### src/rtl/rs_encoder_gf32_if.sv
// rtl/rs_encoder_gf32_if.sv - stream handshake bundle for the GF(2^5) RS encoder
//
// Purpose: groups the message input stream and codeword output stream.
// Signals:
//   in_valid/in_ready/in_data           message symbol stream into the encoder
//   out_valid/out_ready/out_data        codeword symbol stream out of the encoder
//   out_sof/out_eof/out_parity          codeword framing markers
// Modports: slave = encoder side, master = source/sink side.
interface rs_encoder_gf32_if;
  logic       in_valid;
  logic       in_ready;
  logic [4:0] in_data;
  logic       out_valid;
  logic       out_ready;
  logic [4:0] out_data;
  logic       out_sof;
  logic       out_eof;
  logic       out_parity;

  modport slave (
    input  in_valid, in_data, out_ready,
    output in_ready, out_valid, out_data, out_sof, out_eof, out_parity
  );

  modport master (
    output in_valid, in_data, out_ready,
    input  in_ready, out_valid, out_data, out_sof, out_eof, out_parity
  );
endinterface

### src/rtl/rs_encoder_gf32.sv
// rtl/rs_encoder_gf32.sv - systematic RS(K+4,K) encoder over GF(2^5)
//
// Purpose: passes K message symbols through unchanged, then appends the four
// parity symbols p3,p2,p1,p0 of g(x) = x^4 + 30x^3 + 6x^2 + 9x + 17 over the
// field x^5+x^2+1 (alpha = 2). Symbol bit 4 is the MSB; the first message
// symbol is the highest-degree coefficient.
// Ports:
//   clock    rising-edge clock
//   reset_n  asynchronous active-low reset
//   bus      rs_encoder_gf32_if.slave: input stream (in_*), output stream
//            (out_*) with sof on the first symbol, eof on p0, parity flag
//            on the four parity symbols
// Parameter: K = message symbols per codeword, 1..27 (below 27 = shortened).
module rs_encoder_gf32 #(
  parameter int K = 27
) (
  input  logic               clock,
  input  logic               reset_n,
  rs_encoder_gf32_if.slave   bus
);

  localparam logic [4:0] K_LAST = 5'(K - 1);

  typedef enum logic {ST_MSG, ST_PARITY} state_t;

  state_t     state;
  logic [4:0] count;
  logic [1:0] par_idx;
  logic [4:0] p0, p1, p2, p3;

  logic [4:0] out_data_r;
  logic       out_valid_r;
  logic       out_sof_r;
  logic       out_eof_r;
  logic       out_parity_r;

  logic       advance;
  logic       accept;
  logic [4:0] fb;

  // Multiply in GF(2^5): shift-and-add, reducing x^5 to x^2+1.
  function automatic logic [4:0] gf_mul(input logic [4:0] a, input logic [4:0] b);
    logic [4:0] acc;
    logic [4:0] x;
    acc = '0;
    x   = a;
    for (int i = 0; i < 5; i++) begin
      if (b[i]) acc = acc ^ x;
      x = x[4] ? ({x[3:0], 1'b0} ^ 5'b00101) : {x[3:0], 1'b0};
    end
    return acc;
  endfunction

  // The single output register may load whenever it is empty or being drained.
  assign advance = !out_valid_r || bus.out_ready;
  assign accept  = (state == ST_MSG) && advance && bus.in_valid;
  assign fb      = bus.in_data ^ p3;

  assign bus.in_ready   = (state == ST_MSG) && advance;
  assign bus.out_valid  = out_valid_r;
  assign bus.out_data   = out_data_r;
  assign bus.out_sof    = out_sof_r;
  assign bus.out_eof    = out_eof_r;
  assign bus.out_parity = out_parity_r;

  always_ff @(posedge clock or negedge reset_n) begin
    if (!reset_n) begin
      state        <= ST_MSG;
      count        <= 5'd0;
      par_idx      <= 2'd0;
      p0           <= 5'd0;
      p1           <= 5'd0;
      p2           <= 5'd0;
      p3           <= 5'd0;
      out_data_r   <= 5'd0;
      out_valid_r  <= 1'b0;
      out_sof_r    <= 1'b0;
      out_eof_r    <= 1'b0;
      out_parity_r <= 1'b0;
    end else begin
      case (state)
        ST_MSG: begin
          if (accept) begin
            out_data_r   <= bus.in_data;
            out_valid_r  <= 1'b1;
            out_sof_r    <= (count == 5'd0);
            out_eof_r    <= 1'b0;
            out_parity_r <= 1'b0;
            p3 <= p2 ^ gf_mul(5'd30, fb);
            p2 <= p1 ^ gf_mul(5'd6, fb);
            p1 <= p0 ^ gf_mul(5'd9, fb);
            p0 <= gf_mul(5'd17, fb);
            if (count == K_LAST) begin
              state   <= ST_PARITY;
              par_idx <= 2'd0;
              count   <= 5'd0;
            end else begin
              count <= count + 5'd1;
            end
          end else if (advance) begin
            out_valid_r  <= 1'b0;
            out_sof_r    <= 1'b0;
            out_eof_r    <= 1'b0;
            out_parity_r <= 1'b0;
          end
        end
        ST_PARITY: begin
          if (advance) begin
            // Shifting the register out leaves it all-zero after p0, ready
            // for the next codeword.
            out_data_r   <= p3;
            out_valid_r  <= 1'b1;
            out_sof_r    <= 1'b0;
            out_eof_r    <= (par_idx == 2'd3);
            out_parity_r <= 1'b1;
            p3      <= p2;
            p2      <= p1;
            p1      <= p0;
            p0      <= 5'd0;
            par_idx <= par_idx + 2'd1;
            if (par_idx == 2'd3) state <= ST_MSG;
          end
        end
        default: state <= ST_MSG;
      endcase
    end
  end

endmodule
### src/flat_wrapper.sv
// flat-port wrapper written by rule: the top's interface ports become plain ports
module rs_encoder_gf32_flat 
#(
  parameter int K = 27
)
  (clock, reset_n, bus_in_valid, bus_in_data, bus_out_ready, bus_in_ready, bus_out_valid, bus_out_data, bus_out_sof, bus_out_eof, bus_out_parity);
  rs_encoder_gf32_if bus_i ();
  input  logic clock;
  input  logic reset_n;
  input wire logic [$bits(bus_i.in_valid)-1:0] bus_in_valid;
  input wire logic [$bits(bus_i.in_data)-1:0] bus_in_data;
  input wire logic [$bits(bus_i.out_ready)-1:0] bus_out_ready;
  output wire logic [$bits(bus_i.in_ready)-1:0] bus_in_ready;
  output wire logic [$bits(bus_i.out_valid)-1:0] bus_out_valid;
  output wire logic [$bits(bus_i.out_data)-1:0] bus_out_data;
  output wire logic [$bits(bus_i.out_sof)-1:0] bus_out_sof;
  output wire logic [$bits(bus_i.out_eof)-1:0] bus_out_eof;
  output wire logic [$bits(bus_i.out_parity)-1:0] bus_out_parity;
  assign bus_i.in_valid = bus_in_valid;
  assign bus_i.in_data = bus_in_data;
  assign bus_i.out_ready = bus_out_ready;
  assign bus_in_ready = bus_i.in_ready;
  assign bus_out_valid = bus_i.out_valid;
  assign bus_out_data = bus_i.out_data;
  assign bus_out_sof = bus_i.out_sof;
  assign bus_out_eof = bus_i.out_eof;
  assign bus_out_parity = bus_i.out_parity;
  rs_encoder_gf32 #(.K(K)) u_core (.clock(clock), .reset_n(reset_n), .bus(bus_i));
endmodule
### config.mk
export PLATFORM = sky130hd
export DESIGN_NAME = rs_encoder_gf32_flat
export DESIGN_NICKNAME = d
export VERILOG_FILES = /design/src/rtl/rs_encoder_gf32_if.sv /design/src/rtl/rs_encoder_gf32.sv /design/src/flat_wrapper.sv
export SDC_FILE = /design/constraint.sdc
export NUM_CORES = 1
export LEC_CHECK = 0
export ABC_AREA = 1
export CORE_MARGIN = 10
export CORE_UTILIZATION = 55
export DETAILED_ROUTE_END_ITERATION = 8
export HOLD_SLACK_MARGIN = 0.15
export PLACE_DENSITY = 0.77
export SLEW_MARGIN = 20
export SYNTH_ARGS = -nofsm -noshare
export SYNTH_HDL_FRONTEND = slang
export SYNTH_SLANG_ARGS = --single-unit
### constraint.sdc
create_clock -name clock -period 1.6 [get_ports clock]
set_input_delay 0.24 -clock clock [delete_from_list [all_inputs] [get_ports clock]]
set_output_delay 0.24 -clock clock [all_outputs]
set_load 0.005 [all_outputs]
==> results.ini, run 1 <==
[place]
dp_hpwl_um=3470
portBuffers=18
dp_cells=349
dpl_worst_slack_ns=-0.218
place_area_mm2=0.00246
gp_congestion=0.901

[pwr]
p_per_area_mw_per_mm2=1990
p_leak_nw=1.38
power_mw=5.22
irDropWorstVdd_v=0.00116

[sta]
holdWs_ns=0.366
setup_viol=0
finalCritPeriodShare_pct=94.2
tightest_slew_ns=0.403
final-hold-violation-count=0
rsz0062_at_grt=false
drv_slew=0
skew_ns=0.00713
period_needed_ns=1.51
setup_ws_ns=0.0936
max_freq_mhz=664
relSlewSlack_pct=73.1

[cts]
clk_latency_ns=0.29
clock-sinks=37
clockBufferDepth=2
cts.clk_slew.worst_paths_ns=0.07
tritoncts=yes
cts-htree-levels=2
root_buffer=clkbuf_8
cts_buffers=5

[route]
drc=0
wl_per_cell_um=12.8
postRouteAntennaNets=0
first_iter_violations=97
drt_wl_total_um=4620
dr.pass1.iters=4
vias=1802
drt-vias-per-instance=5.01

[synth]
avgSynthCellArea_um2=7.79
ys_warn_count=0
synth_simple_gate_area_share_pct=27.8
synth_fa_ha_area_share_pct=2.41
synthMuxAreaShare_pct=0.962
synth-xor-area-share_pct=9.80
ys_ff_latch=37
yosys_most_used_dff=dfrtp_1
synthCells=267
synth_top_family_by_area=simple AND/OR/NAND/NOR gates
synth_compound_area_share_pct=7.40
synth_area_mm2=0.00208
synth_nets=280
synth_cell_types=25
async_reset_ff_share_pct=100
ys_seq_area_share_pct=44.5
synth-edff-count=0

[critical_path]
path_max_fanout=5
worstSetupPathType=reg -> reg
start_kind=register
reg2reg_depth=7
critPathArrivalTime_ns=1.69
crit_required_ns=1.78
critPathCaptureType=register

[cells_and_area]
diodes=0
final_cells=360
final_cell_mix=nand2_1 (91), dfrtp_1 (36), o21ai_0 (26)
layout_commonest_cell=nand2_1
drive_above_1_share_pct=18.6
nets=324
final_cell_area_mm2=0.00263
synthToLayoutAreaGrowth_pct=26.4

[worst_hold_path]
hold_path_class=in -> reg
holdPathStages=3

[floorplan]
io_pins=19
initial_core_util_pct=56.8
die-area_mm2=0.00664
fp.dieH_um=81.5
fp-row-count=22
coreArea_mm2=0.00366
die_x_um=81.5

[run]
max_cap_violations=0

[grt]
grt_pass1_vias=1689
grt_remaining_overflow=0
track_usage_pct=14.7
antenna_found_initial=0
grt_pass1_wl_um=7680
grt_max_degree=22

[run_status]
status=complete, no violations

## metrics by stage
step	utilization [%]	TNS [ns]
finish	71.8	0
global route	71.8	0
CTS	69.9	0
detailed placement	67.3	-3.47
global placement	67.3	-2.41
floorplan	-	0
## flip-flops by register name (all words and copies together), names as in the netlist
register / count
u_core.bus.out_data: 5
u_core.count: 5
u_core.p0: 5
u_core.p1: 5
u_core.p2: 5
u_core.p3: 5
u_core.par_idx: 2
u_core.bus.out_eof: 1
u_core.bus.out_parity: 1
u_core.bus.out_sof: 1
u_core.bus.out_valid: 1
u_core.state: 1
## worst max-delay path: stages, from the launching register on
cell and delay, ns:
dfrtp_1 0.46, xnor2_2 0.24, nand2_1 0.12, nand2_2 0.16, xor2_1 0.20, nand3_1 0.09, nand3_1 0.08, nand2_1 0.05
## cells by family (layout without fill, tap and decap cells)
logic type,after synthesis,count (layout)
flip-flops,37,37
AO/OA/AOI/OAI,30,30
buffers and inverters,36,81
XOR/XNOR,19,19
adder cells (fa/ha/maj),4,4
multiplexers,2,2
AND/OR/NAND/NOR,139,139
## final timing paths
kind | from | end | slack (ns)
max | u_core.p3[2] | u_core.p2[3] | 0.09
min | bus_in_data[0] | u_core.bus.out_data[0] | 0.37
max reg2reg | u_core.p3[2] | u_core.p2[3] | 0.09
min reg2reg | u_core.bus.out_parity | u_core.bus.out_parity | 0.49
max in group asynchronous | reset_n | u_core.p3[3] | 0.73
min in group asynchronous | reset_n | u_core.p0[4] | 0.40
## synth_stat cells (2+ instances only)
cell type | instances | area (um2)
nor2_2 | 2 | 12.5
mux2i_1 | 2 | 20.0
nor3_1 | 3 | 15.0
ha_1 | 4 | 50.1
o21ai_1 | 2 | 10.0
nand4_1 | 4 | 25.0
dfrtp_1 | 37 | 926
nand2_2 | 3 | 18.8
inv_1 | 26 | 97.6
nor2_1 | 7 | 26.3
xnor2_1 | 2 | 17.5
xor2_1 | 15 | 131
nand3_1 | 22 | 110
buf_2 | 5 | 25.0
nand2_1 | 97 | 364
o21ai_0 | 26 | 130
inv_2 | 2 | 7.51
## layout make-up
type,count,area (um2)
Clock buffer,5,68.8
Clock inverter,3,17.5
Fill cell,290,1030
Inverter,29,111
Multi-Input combinational cell,194,1050
Sequential cell,37,927
Tap cell,48,60.1
Timing Repair Buffer,44,398
## per-layer routing
layer  share of wire, %  vias up  global-route usage, %
met3                5.8        6                   4.37
met1                 47      832                   19.3
met5                  0        -                      0
met2                 47       37                   22.8
met4                1.1        0                   4.33
li1                   -      927                      -
## power breakdown
part	switching (mW)	internal, mW
registers	0.344	1.38
clock network	0.343	0.301
logic	1.58	1.28
## what timing repair did
action                                  CTS  global route
hold endpoints to repair                 16             0
endpoints found under the setup margin    1            11
setup buffers                             0             2
pin swaps                                 0             2
hold buffers                              1             0
resized for setup                         1            19
No activity file was read; power rests on OpenSTA's default activity.
==> inputs of run 2 (changes only) <==
Settings changed: CORE_MARGIN 10 to 8, CTS_BUF_LIST set to sky130_fd_sc_hd__clkbuf_4 sky130_fd_sc_hd__clkbuf_8.
==> run 2 against run 1 <==
Net effect: global-route usage increased by 1.4 points; die area is 9.6% lower; clock skew up 0.00051 ns; count of clock-buffer cells in the layout rose by 2; power up 0.74%; via count shrank 0.50%; final cell count shrank 0.56%; fmax is 1.7% higher; largest power group unchanged.
==> results.ini, run 2 (synthesized netlist as in run 1, its figures left out) <==
[run_status]
status=complete, no violations  ; unchanged

[sta]
max_freq_mhz=675  ; was 664 MHz
skew_ns=0.00764  ; was 0.00713 ns
relSlewSlack_pct=68.9  ; was 73.1%
rsz0062_at_grt=false  ; unchanged
finalCritPeriodShare_pct=92.6  ; was 94.2%
final-hold-violation-count=0  ; unchanged
setup_ws_ns=0.119  ; was 0.0936 ns
period_needed_ns=1.48  ; was 1.51 ns
holdWs_ns=0.383  ; was 0.366 ns
tightest_slew_ns=0.467  ; was 0.403 ns
drv_slew=0  ; unchanged
setup_viol=0  ; unchanged

[floorplan]
fp-row-count=22  ; unchanged
io_pins=19  ; unchanged
die_x_um=77.5  ; was 81.5 um
fp.dieH_um=77.5  ; was 81.5 um
initial_core_util_pct=56.8  ; unchanged
die-area_mm2=0.00601  ; was 0.00664 mm2
coreArea_mm2=0.00366  ; unchanged

[critical_path]
worstPathCellList=xnor2_4, xor2_4, nand2_2, nand2_1, nand3_1, nand3_1, nand2_1  ; was xnor2_2, nand2_1, nand2_2, xor2_1, nand3_1, nand3_1, nand2_1
max_stage_delay_ns=0.45  ; was 0.46 ns
worstSetupPathType=reg -> reg  ; unchanged
crit_required_ns=1.78  ; about the same
critPathArrivalTime_ns=1.66  ; was 1.69 ns
crit_slowest_cell=dfrtp_1  ; unchanged
cp.buffers_inverters=0  ; unchanged
start_kind=register  ; unchanged
crit_family=XOR/XNOR gates  ; was simple AND/OR/NAND/NOR gates
path_max_fanout=6  ; was 5
critPathCaptureType=register  ; unchanged

[route]
vias=1793  ; was 1,802
dr.pass1.iters=4  ; unchanged
wl_per_cell_um=12.2  ; was 12.8 um
drt-vias-per-instance=5.01  ; about the same
first_iter_violations=109  ; was 97
drc=0  ; unchanged
postRouteAntennaNets=0  ; unchanged
drt_wl_total_um=4370  ; was 4620 um

[worst_hold_path]
hold_path_class=in -> reg  ; unchanged

[cts]
clock-sinks=37  ; unchanged
clk_latency_ns=0.29  ; about the same
cts.clk_slew.worst_paths_ns=0.07  ; about the same
cts_buffers=5  ; unchanged
root_buffer=clkbuf_8  ; unchanged
cts-htree-levels=2  ; unchanged
clockBufferDepth=2  ; unchanged
tritoncts=yes  ; unchanged

[cells_and_area]
layout_commonest_cell=nand2_1  ; unchanged
diodes=0  ; unchanged
fill_cells=286  ; was 290
synthToLayoutAreaGrowth_pct=26.9  ; was 26.4%
final_cell_mix=nand2_1 (91), dfrtp_1 (37), inv_1 (26), o21ai_0 (26), buf_4 (22)  ; was nand2_1 (91), dfrtp_1 (36), o21ai_0 (26)
drive_above_1_share_pct=17.1  ; was 18.6%
final_cell_area_mm2=0.00264  ; was 0.00263 mm2
nets=323  ; was 324

[run]
max_cap_violations=0  ; unchanged

[pwr]
p_per_area_mw_per_mm2=1990  ; about the same
irDropWorstVdd_v=0.00130  ; was 0.00116 V
p_leak_nw=1.38  ; about the same
power_mw=5.26  ; was 5.22 mW

[grt]
grt_max_degree=38  ; was 22
antenna_found_initial=0  ; unchanged
track_usage_pct=16.1  ; was 14.7%
grt_pass1_wl_um=7910  ; was 7680 um
grt_remaining_overflow=0  ; unchanged
grt_pass1_vias=1777  ; was 1,689

[place]
dpl_worst_slack_ns=-0.230  ; was -0.218 ns
dp_hpwl_um=3280  ; was 3470 um
gp_congestion=0.891  ; was 0.901
portBuffers=18  ; unchanged
place_area_mm2=0.00247  ; was 0.00246 mm2

-- run 2: metal layers --
metal  track usage, %  up-vias  wire length (um)  part of all wire [%]
met5                0        -                 0                     0
met4             6.98        0                66                   1.5
met3             4.49        5               212                   4.9
met2             24.9       41              2000                    46
met1             20.6      821              2090                    48
li1                 -      926                 -                     -
-- run 2: worst reg2reg max path: cells and delay by family (launching register included) --
| family | cells | cell delay (ns) |
|---|---|---|
| flip-flops | 1 | 0.45 |
| AND/OR/NAND/NOR | 5 | 0.38 |
| XOR/XNOR | 2 | 0.55 |
-- run 2: power breakdown --
| part | switching (mW) | internal (mW) |
|---|---|---|
| sequential | 0.339 | 1.37 |
| combinational | 1.57 | 1.32 |
| clock | 0.302 | 0.358 |
| total | 2.21 | 3.05 |
-- run 2: worst paths after layout --
check	start	to	slack [ns]	cells after the start
max	u_core.p3[3]	u_core.p3[1]	0.12	7
min	bus_in_data[0]	u_core.bus.out_data[0]	0.38	3
max reg2reg	u_core.p3[3]	u_core.p3[1]	0.12	7
min reg2reg	u_core.bus.out_sof	u_core.bus.out_sof	0.48	2
max in group asynchronous	reset_n	u_core.p1[4]	0.74	3
min in group asynchronous	reset_n	u_core.bus.out_valid	0.53	3
-- run 2: layout make-up --
type	instances	area, um2	area share, %
Multi-Input combinational cell	194	1060	40.0
Sequential cell	37	926	35.1
Timing Repair Buffer	43	397	15.0
Inverter	29	111	4.22
Clock buffer	7	90.1	3.41
Tap cell	48	60.1	2.27
-- run 2: timing repair --
action	CTS	global route
hold endpoints to repair	37	0
gates resized for setup	1	15
hold buffers	1	0
endpoints found under the setup margin	1	22
setup buffers	0	2
pin swaps	0	2
-- run 2: stage by stage --
step                utilization (%)  std cells  TNS (ns)
floorplan                         -        267         0
global placement               67.5        348     -3.78
detailed placement             67.5        348     -4.61
CTS                            70.2        356         0
global route                   72.1        358         0
finish                         72.1        358         0
